`config.mk`:
```
export PLATFORM = sky130hd
export DESIGN_NAME = div_32by16_seq_flat
export DESIGN_NICKNAME = d
export VERILOG_FILES = /design/src/rtl/div_pkg.sv /design/src/rtl/div_32by16_seq_if.sv /design/src/rtl/div_step.sv /design/src/rtl/div_32by16_seq.sv /design/src/flat_wrapper.sv
export SDC_FILE = /design/constraint.sdc
export NUM_CORES = 1
export LEC_CHECK = 0
export ABC_AREA = 1
export BUFFER_PORTS_ARGS = -buffer_cell sky130_fd_sc_hd__buf_2
export CORE_ASPECT_RATIO = 1.25
export CORE_UTILIZATION = 34
export CTS_CLUSTER_DIAMETER = 50
export CTS_CLUSTER_SIZE = 25
export DETAILED_ROUTE_END_ITERATION = 8
export GPL_ROUTABILITY_DRIVEN = 0
export PLACE_DENSITY_LB_ADDON = 0.2
export SLEW_MARGIN = 20
export SYNTH_ARGS = -nofsm -noshare
export SYNTH_HDL_FRONTEND = slang
export SYNTH_SLANG_ARGS = --single-unit
```
`constraint.sdc`:
```
create_clock -name clk -period 2.8 [get_ports clk]
set_input_delay 0.56 -clock clk [delete_from_list [all_inputs] [get_ports clk]]
set_output_delay 0.56 -clock clk [all_outputs]
set_load 0.02 [all_outputs]
```
`src/rtl/div_pkg.sv`:
```
// div_pkg: shared types and constants for the 32/16 sequential restoring divider.
package div_pkg;
   localparam int DIV_W = 16;
   localparam int CNT_W = $clog2(DIV_W);
   localparam logic [DIV_W-1:0] OVF_FILL = '1;
   typedef enum logic [1:0] {IDLE, BUSY, DONE} state_t;
endpackage

```
`src/rtl/div_32by16_seq_if.sv`:
```
// div_32by16_seq_if: operand/result valid-ready bus of the sequential divider.
interface div_32by16_seq_if;
   import div_pkg::*;
   logic                 in_valid;
   logic                 in_ready;
   logic [2*DIV_W-1:0]   in0;
   logic [DIV_W-1:0]     in1;
   logic                 out_valid;
   logic                 out_ready;
   logic [DIV_W-1:0]     out0;
   logic [DIV_W-1:0]     out1;
   logic                 ovf;
   modport master (output in_valid, in0, in1, out_ready,
                   input  in_ready, out_valid, out0, out1, ovf);
   modport slave  (input  in_valid, in0, in1, out_ready,
                   output in_ready, out_valid, out0, out1, ovf);
endinterface

```
`src/rtl/div_step.sv`:
```
// div_step: one combinational restoring-division iteration.
module div_step
   import div_pkg::*;
(
   input  logic [DIV_W-1:0] i_rem,
   input  logic             i_msb,
   input  logic [DIV_W-1:0] i_div,
   output logic [DIV_W-1:0] o_rem,
   output logic             o_qbit
);
   logic [DIV_W:0] w_rem17;
   logic [DIV_W:0] w_diff;
   assign w_rem17 = {i_rem, i_msb};
   assign w_diff  = w_rem17 - {1'b0, i_div};
   // rem17 < 2*div, so a non-negative difference always has a clear top bit
   assign o_qbit  = ~w_diff[DIV_W];
   assign o_rem   = o_qbit ? w_diff[DIV_W-1:0] : w_rem17[DIV_W-1:0];
endmodule

```
`src/rtl/div_32by16_seq.sv`:
```
// div_32by16_seq: 32-bit by 16-bit sequential restoring divider, one quotient bit per clock.
module div_32by16_seq
   import div_pkg::*;
(
   input  logic            clk,
   input  logic            rst_n,
   div_32by16_seq_if.slave bus
);
   state_t             r_state;
   logic [CNT_W-1:0]   r_cnt;
   logic [DIV_W-1:0]   r_rem;
   logic [DIV_W-1:0]   r_quo;
   logic [DIV_W-1:0]   r_div;
   logic [DIV_W-1:0]   r_out0;
   logic [DIV_W-1:0]   r_out1;
   logic               r_ovf;
   logic               r_out_valid;
   logic               r_in_ready;
   logic [DIV_W-1:0]   w_rem;
   logic               w_qbit;
   logic [DIV_W-1:0]   w_quo_nxt;
   logic               w_ovf;
   div_step u_step (
      .i_rem  (r_rem),
      .i_msb  (r_quo[DIV_W-1]),
      .i_div  (r_div),
      .o_rem  (w_rem),
      .o_qbit (w_qbit)
   );
   // r_quo shifts out the low dividend bits while shifting in quotient bits
   assign w_quo_nxt = {r_quo[DIV_W-2:0], w_qbit};
   assign w_ovf     = bus.in0[2*DIV_W-1:DIV_W] >= bus.in1;
   always_ff @(posedge clk or negedge rst_n) begin
      if (!rst_n) begin
         r_state     <= IDLE;
         r_cnt       <= '0;
         r_rem       <= '0;
         r_quo       <= '0;
         r_div       <= '0;
         r_out0      <= '0;
         r_out1      <= '0;
         r_ovf       <= 1'b0;
         r_out_valid <= 1'b0;
         r_in_ready  <= 1'b1;
      end else begin
         case (r_state)
            IDLE: if (bus.in_valid && r_in_ready) begin
               r_in_ready <= 1'b0;
               if (w_ovf) begin
                  r_state     <= DONE;
                  r_out0      <= OVF_FILL;
                  r_out1      <= OVF_FILL;
                  r_ovf       <= 1'b1;
                  r_out_valid <= 1'b1;
               end else begin
                  r_state <= BUSY;
                  r_rem   <= bus.in0[2*DIV_W-1:DIV_W];
                  r_quo   <= bus.in0[DIV_W-1:0];
                  r_div   <= bus.in1;
                  r_cnt   <= '0;
               end
            end
            BUSY: begin
               r_rem <= w_rem;
               r_quo <= w_quo_nxt;
               r_cnt <= r_cnt + 1'b1;
               if (r_cnt == CNT_W'(DIV_W-1)) begin
                  r_state     <= DONE;
                  r_out0      <= w_quo_nxt;
                  r_out1      <= w_rem;
                  r_ovf       <= 1'b0;
                  r_out_valid <= 1'b1;
               end
            end
            DONE: if (bus.out_ready) begin
               r_state     <= IDLE;
               r_out_valid <= 1'b0;
               r_in_ready  <= 1'b1;
            end
            default: r_state <= IDLE;
         endcase
      end
   end
   assign bus.in_ready  = r_in_ready;
   assign bus.out_valid = r_out_valid;
   assign bus.out0      = r_out0;
   assign bus.out1      = r_out1;
   assign bus.ovf       = r_ovf;
endmodule

```
`src/flat_wrapper.sv`:
```
// flat-port wrapper written by rule: the top's interface ports become plain ports
module div_32by16_seq_flat import div_pkg::*;
  (clk, rst_n, bus_in_valid, bus_in0, bus_in1, bus_out_ready, bus_in_ready, bus_out_valid, bus_out0, bus_out1, bus_ovf);
  div_32by16_seq_if bus_i ();
  input  logic clk;
  input  logic rst_n;
  input wire logic [$bits(bus_i.in_valid)-1:0] bus_in_valid;
  input wire logic [$bits(bus_i.in0)-1:0] bus_in0;
  input wire logic [$bits(bus_i.in1)-1:0] bus_in1;
  input wire logic [$bits(bus_i.out_ready)-1:0] bus_out_ready;
  output wire logic [$bits(bus_i.in_ready)-1:0] bus_in_ready;
  output wire logic [$bits(bus_i.out_valid)-1:0] bus_out_valid;
  output wire logic [$bits(bus_i.out0)-1:0] bus_out0;
  output wire logic [$bits(bus_i.out1)-1:0] bus_out1;
  output wire logic [$bits(bus_i.ovf)-1:0] bus_ovf;
  assign bus_i.in_valid = bus_in_valid;
  assign bus_i.in0 = bus_in0;
  assign bus_i.in1 = bus_in1;
  assign bus_i.out_ready = bus_out_ready;
  assign bus_in_ready = bus_i.in_ready;
  assign bus_out_valid = bus_i.out_valid;
  assign bus_out0 = bus_i.out0;
  assign bus_out1 = bus_i.out1;
  assign bus_ovf = bus_i.ovf;
  div_32by16_seq u_core (.clk(clk), .rst_n(rst_n), .bus(bus_i));
endmodule
```
==> results by group <==
Run status
  – Status: finished clean

Yosys
  – Adder-Cell Fraction of Synth Area: 7.90%
  – Synth Register Bits: 89
  – Sequential element share of the synthesized area: 40.6%
  – Post-Synthesis Cell Area: 5480 sq um
  – Yosys warning count: 0
  – Synth cell count leaders: 294 x nand2_1, 90 x inv_1, 88 x dfrtp_1
  – Post-synth top area share: 40.2%
  – Post-synthesis mux area share: 0%
  – Compound-Gate Fraction of Synth Area: 8.60%
  – Post-Synthesis Cells: 767
  – Syn avg cell area: 7.15 sq um
  – Simple-Gate Fraction of Synth Area: 33.5%
  – Post-synth EDFFs: 0
  – Synthesized Nets: 853
  – Largest family of logic cells by synthesized area: simple AND/OR/NAND/NOR gates
  – Most frequent cell after synthesis: nand2_1
  – Synth area leader: dfrtp_1
  – Post-Synth XOR/XNOR Area: 0.799%
  – Top cells by area, synth: dfrtp_1 40%, nand2_1 20%, ha_1 7.5%, inv_1 6.2%, nor2_1 4.9%
  – Ys async rst share: 100%
  – Number of library cell types mapped by synthesis: 34
  – Top_reg_cell synth: dfrtp_1

Global routing
  – Global-route wire length before repair: 23500 microns
  – All-layer global routing usage: 18.5%
  – Grt ovf: 0
  – Initial antenna violation count: 0
  – Vias in the first global route: 4621
  – Largest net degree at the start of global routing: 58

Layout
  – Ratio of cells with drive above 1 in the final layout: 15.2%
  – Diodes inserted: 0
  – P&R area growth vs syn: 17.9%
  – Filler-free cell count of the finished design: 1066
  – Nets: 936

Critical path
  – CP Capture Type: flop
  – Critical Path Most Common Cell: nand2_1
  – Critical path data required time: 3.03 ns
  – Crit path largest cell delay: 0.41 ns
  – WS Path Type: reg2reg
  – Cell Chain, Critical Path: inv_1, ha_1, inv_1, fa_1, nand2_1, nand2_1, nand3_1, nand2_2, nand2_4, nand2_4, nand2_4, nand2_4, nand2_1, nand3_1, nand2_1, nand2_1
  – CP arrival: 2.68 ns
  – Reg2Reg Depth: 16
  – Critical path peak fanout: 10
  – Slowest CP cell: fa_1
  – Startpoint Class: flop

Timing
  – Setup TNS: 0 ns
  – Post-route minimum period: 2.45 ns
  – Layout Skew: 0.0105 ns
  – Final setup violation count: 0
  – RSZ-0062 raised after global routing: no
  – Max Slew Vio Count: 0
  – Top achievable clock speed: 407 MHz
  – Final period util: 87.6%
  – Slew headroom: 63.4%
  – Worst hold slack: 0.176 ns
  – Final Hold Fails: 0
  – Worst Tran Pin Value: 0.548 ns

Route
  – Router iterations before antenna repair: 5
  – DRC viols: 0
  – ANT nets after route: 0
  – Total wire length: 14200 microns
  – DR iter-0 viols: 243
  – WL/cell: 13.3 microns
  – Vias: 4857
  – Vias per cell: 4.56

Floorplanning
  – Core area: 15700 sq um
  – I/O pin cnt: 87
  – Die Y: 144 microns
  – Starting Density: 34.9%
  – DIE AREA: 16600 sq um
  – Die X: 116 microns
  – # rows: 51

Clock tree
  – H-tree depth: 3
  – Clk sink count: 89
  – Hold buffers post-CTS: 0
  – CTS Buf Count: 9
  – CTS tree: built
  – CTS root buffer: clkbuf_16
  – Post-CTS resize count: 0
  – Skew-Pair Late Insertion Delay: 0.35 ns
  – Clk pin slew, worst setup/hold paths: 0.07 ns
  – Setup Buffers After CTS: 0
  – Clock buffer depth: 2

Hold path
  – HP Class: in2async

Run
  – Max-cap viol count: 0

Power and ir drop
  – Cell Pwr Density: 1460 nW/um^2
  – LEAKAGE: 0.00359 uW
  – Peak supply drop: 0.000548 V

Placement
  – DP Cell Count: 1051
  – Port buffer count: 86
  – DP HPWL: 10700 microns
==> cells by family after synthesis <==
family,Yosys count
and+or+nand+nor,440
adders and majority gates,34
AOI/OAI and AO/OA,84
buffers and inverters,115
DFF,89
xor gates and xnor gates,5
==> routing by layer <==
layer / track usage [%] / share of wire [%] / up-vias
met5: 0 / 0 / -
met4: 5.67 / 1.3 / 0
met3: 4.32 / 3.8 / 10
met2: 30.5 / 49 / 83
met1: 23.9 / 46 / 2204
li1: - / - / 2560
==> worst max-delay path, delay by kind of cell (launching register included) <==
family                     cells  cell delay [ns]
adders and majority gates      2             0.55
buffers and inverters          2             0.18
DFF                            1             0.38
and+or+nand+nor               12             1.22
==> stage by stage <==
stage	area [sq um]	power, uW	setup slack (ns)	util [%]
after global placement	6170	8230	0.270	39.3
after floorplan	5480	6740	0.742	-
after CTS	6470	9540	0.333	41.2
after global routing	6470	10500	0.168	41.2
after detailed placement	6170	8260	0.246	39.3
final	6470	9430	0.346	41.2
==> state kept, by name, summed over array words and instances (netlist names) <==
name / flops
u_core.bus.out_valid: 1
u_core.bus.in_ready: 1
u_core.r_quo: 16
u_core.r_state: 2
u_core.bus.out0: 16
u_core.r_div: 16
u_core.bus.ovf: 1
u_core.bus.out1: 16
u_core.r_cnt: 4
u_core.r_rem: 16
==> path summary, 6_finish.rpt <==
path / to / start / slack [ns]
worst max-delay path: u_core.bus.out1[2]$_DFFE_PN0P_ / u_core.r_quo[15]$_DFFE_PN0P_ / 0.35
worst min-delay path: u_core.bus.out1[0]$_DFFE_PN0P_ / rst_n / 0.18
worst max register to register: u_core.bus.out1[2]$_DFFE_PN0P_ / u_core.r_quo[15]$_DFFE_PN0P_ / 0.35
worst min register to register: u_core.bus.out1[0]$_DFFE_PN0P_ / u_core.bus.out1[0]$_DFFE_PN0P_ / 0.48
max in group asynchronous: u_core.bus.out0[1]$_DFFE_PN0P_ / rst_n / 1.95
min in group clk: u_core.r_div[11]$_DFFE_PN0P_ / bus_in1[11] / 0.44
==> cells in the final DEF, fill, tap and decap left out, types with 4 or more instances in the layout <==
| cell type | count |
|---|---|
| a21oi_1 | 14 |
| buf_12 | 4 |
| buf_2 | 85 |
| buf_4 | 5 |
| clkbuf_16 | 9 |
| dfrtp_1 | 88 |
| ha_1 | 33 |
| inv_1 | 90 |
| nand2_1 | 293 |
| nand2_4 | 6 |
| nand3_1 | 50 |
| nor2_1 | 70 |
| o21ai_0 | 18 |
| o21ai_1 | 35 |
| o21bai_1 | 15 |
==> report_power, final <==
part / internal (uW) / switching, uW
combinational: 2020 / 3800
sequential: 1970 / 410
clock: 692 / 535
==> cell type report <==
cell class                      count  area [sq um]
Tap cell                          212           265
Inverter                           93           349
Multi-Input combinational cell    563          2790
Fill cell                        1706          9230
Clock buffer                        9           225
Timing Repair Buffer               94           543
Clock inverter                      6          66.3
Sequential cell                    89          2230
Note: power is estimated with default switching activity, not from simulation.
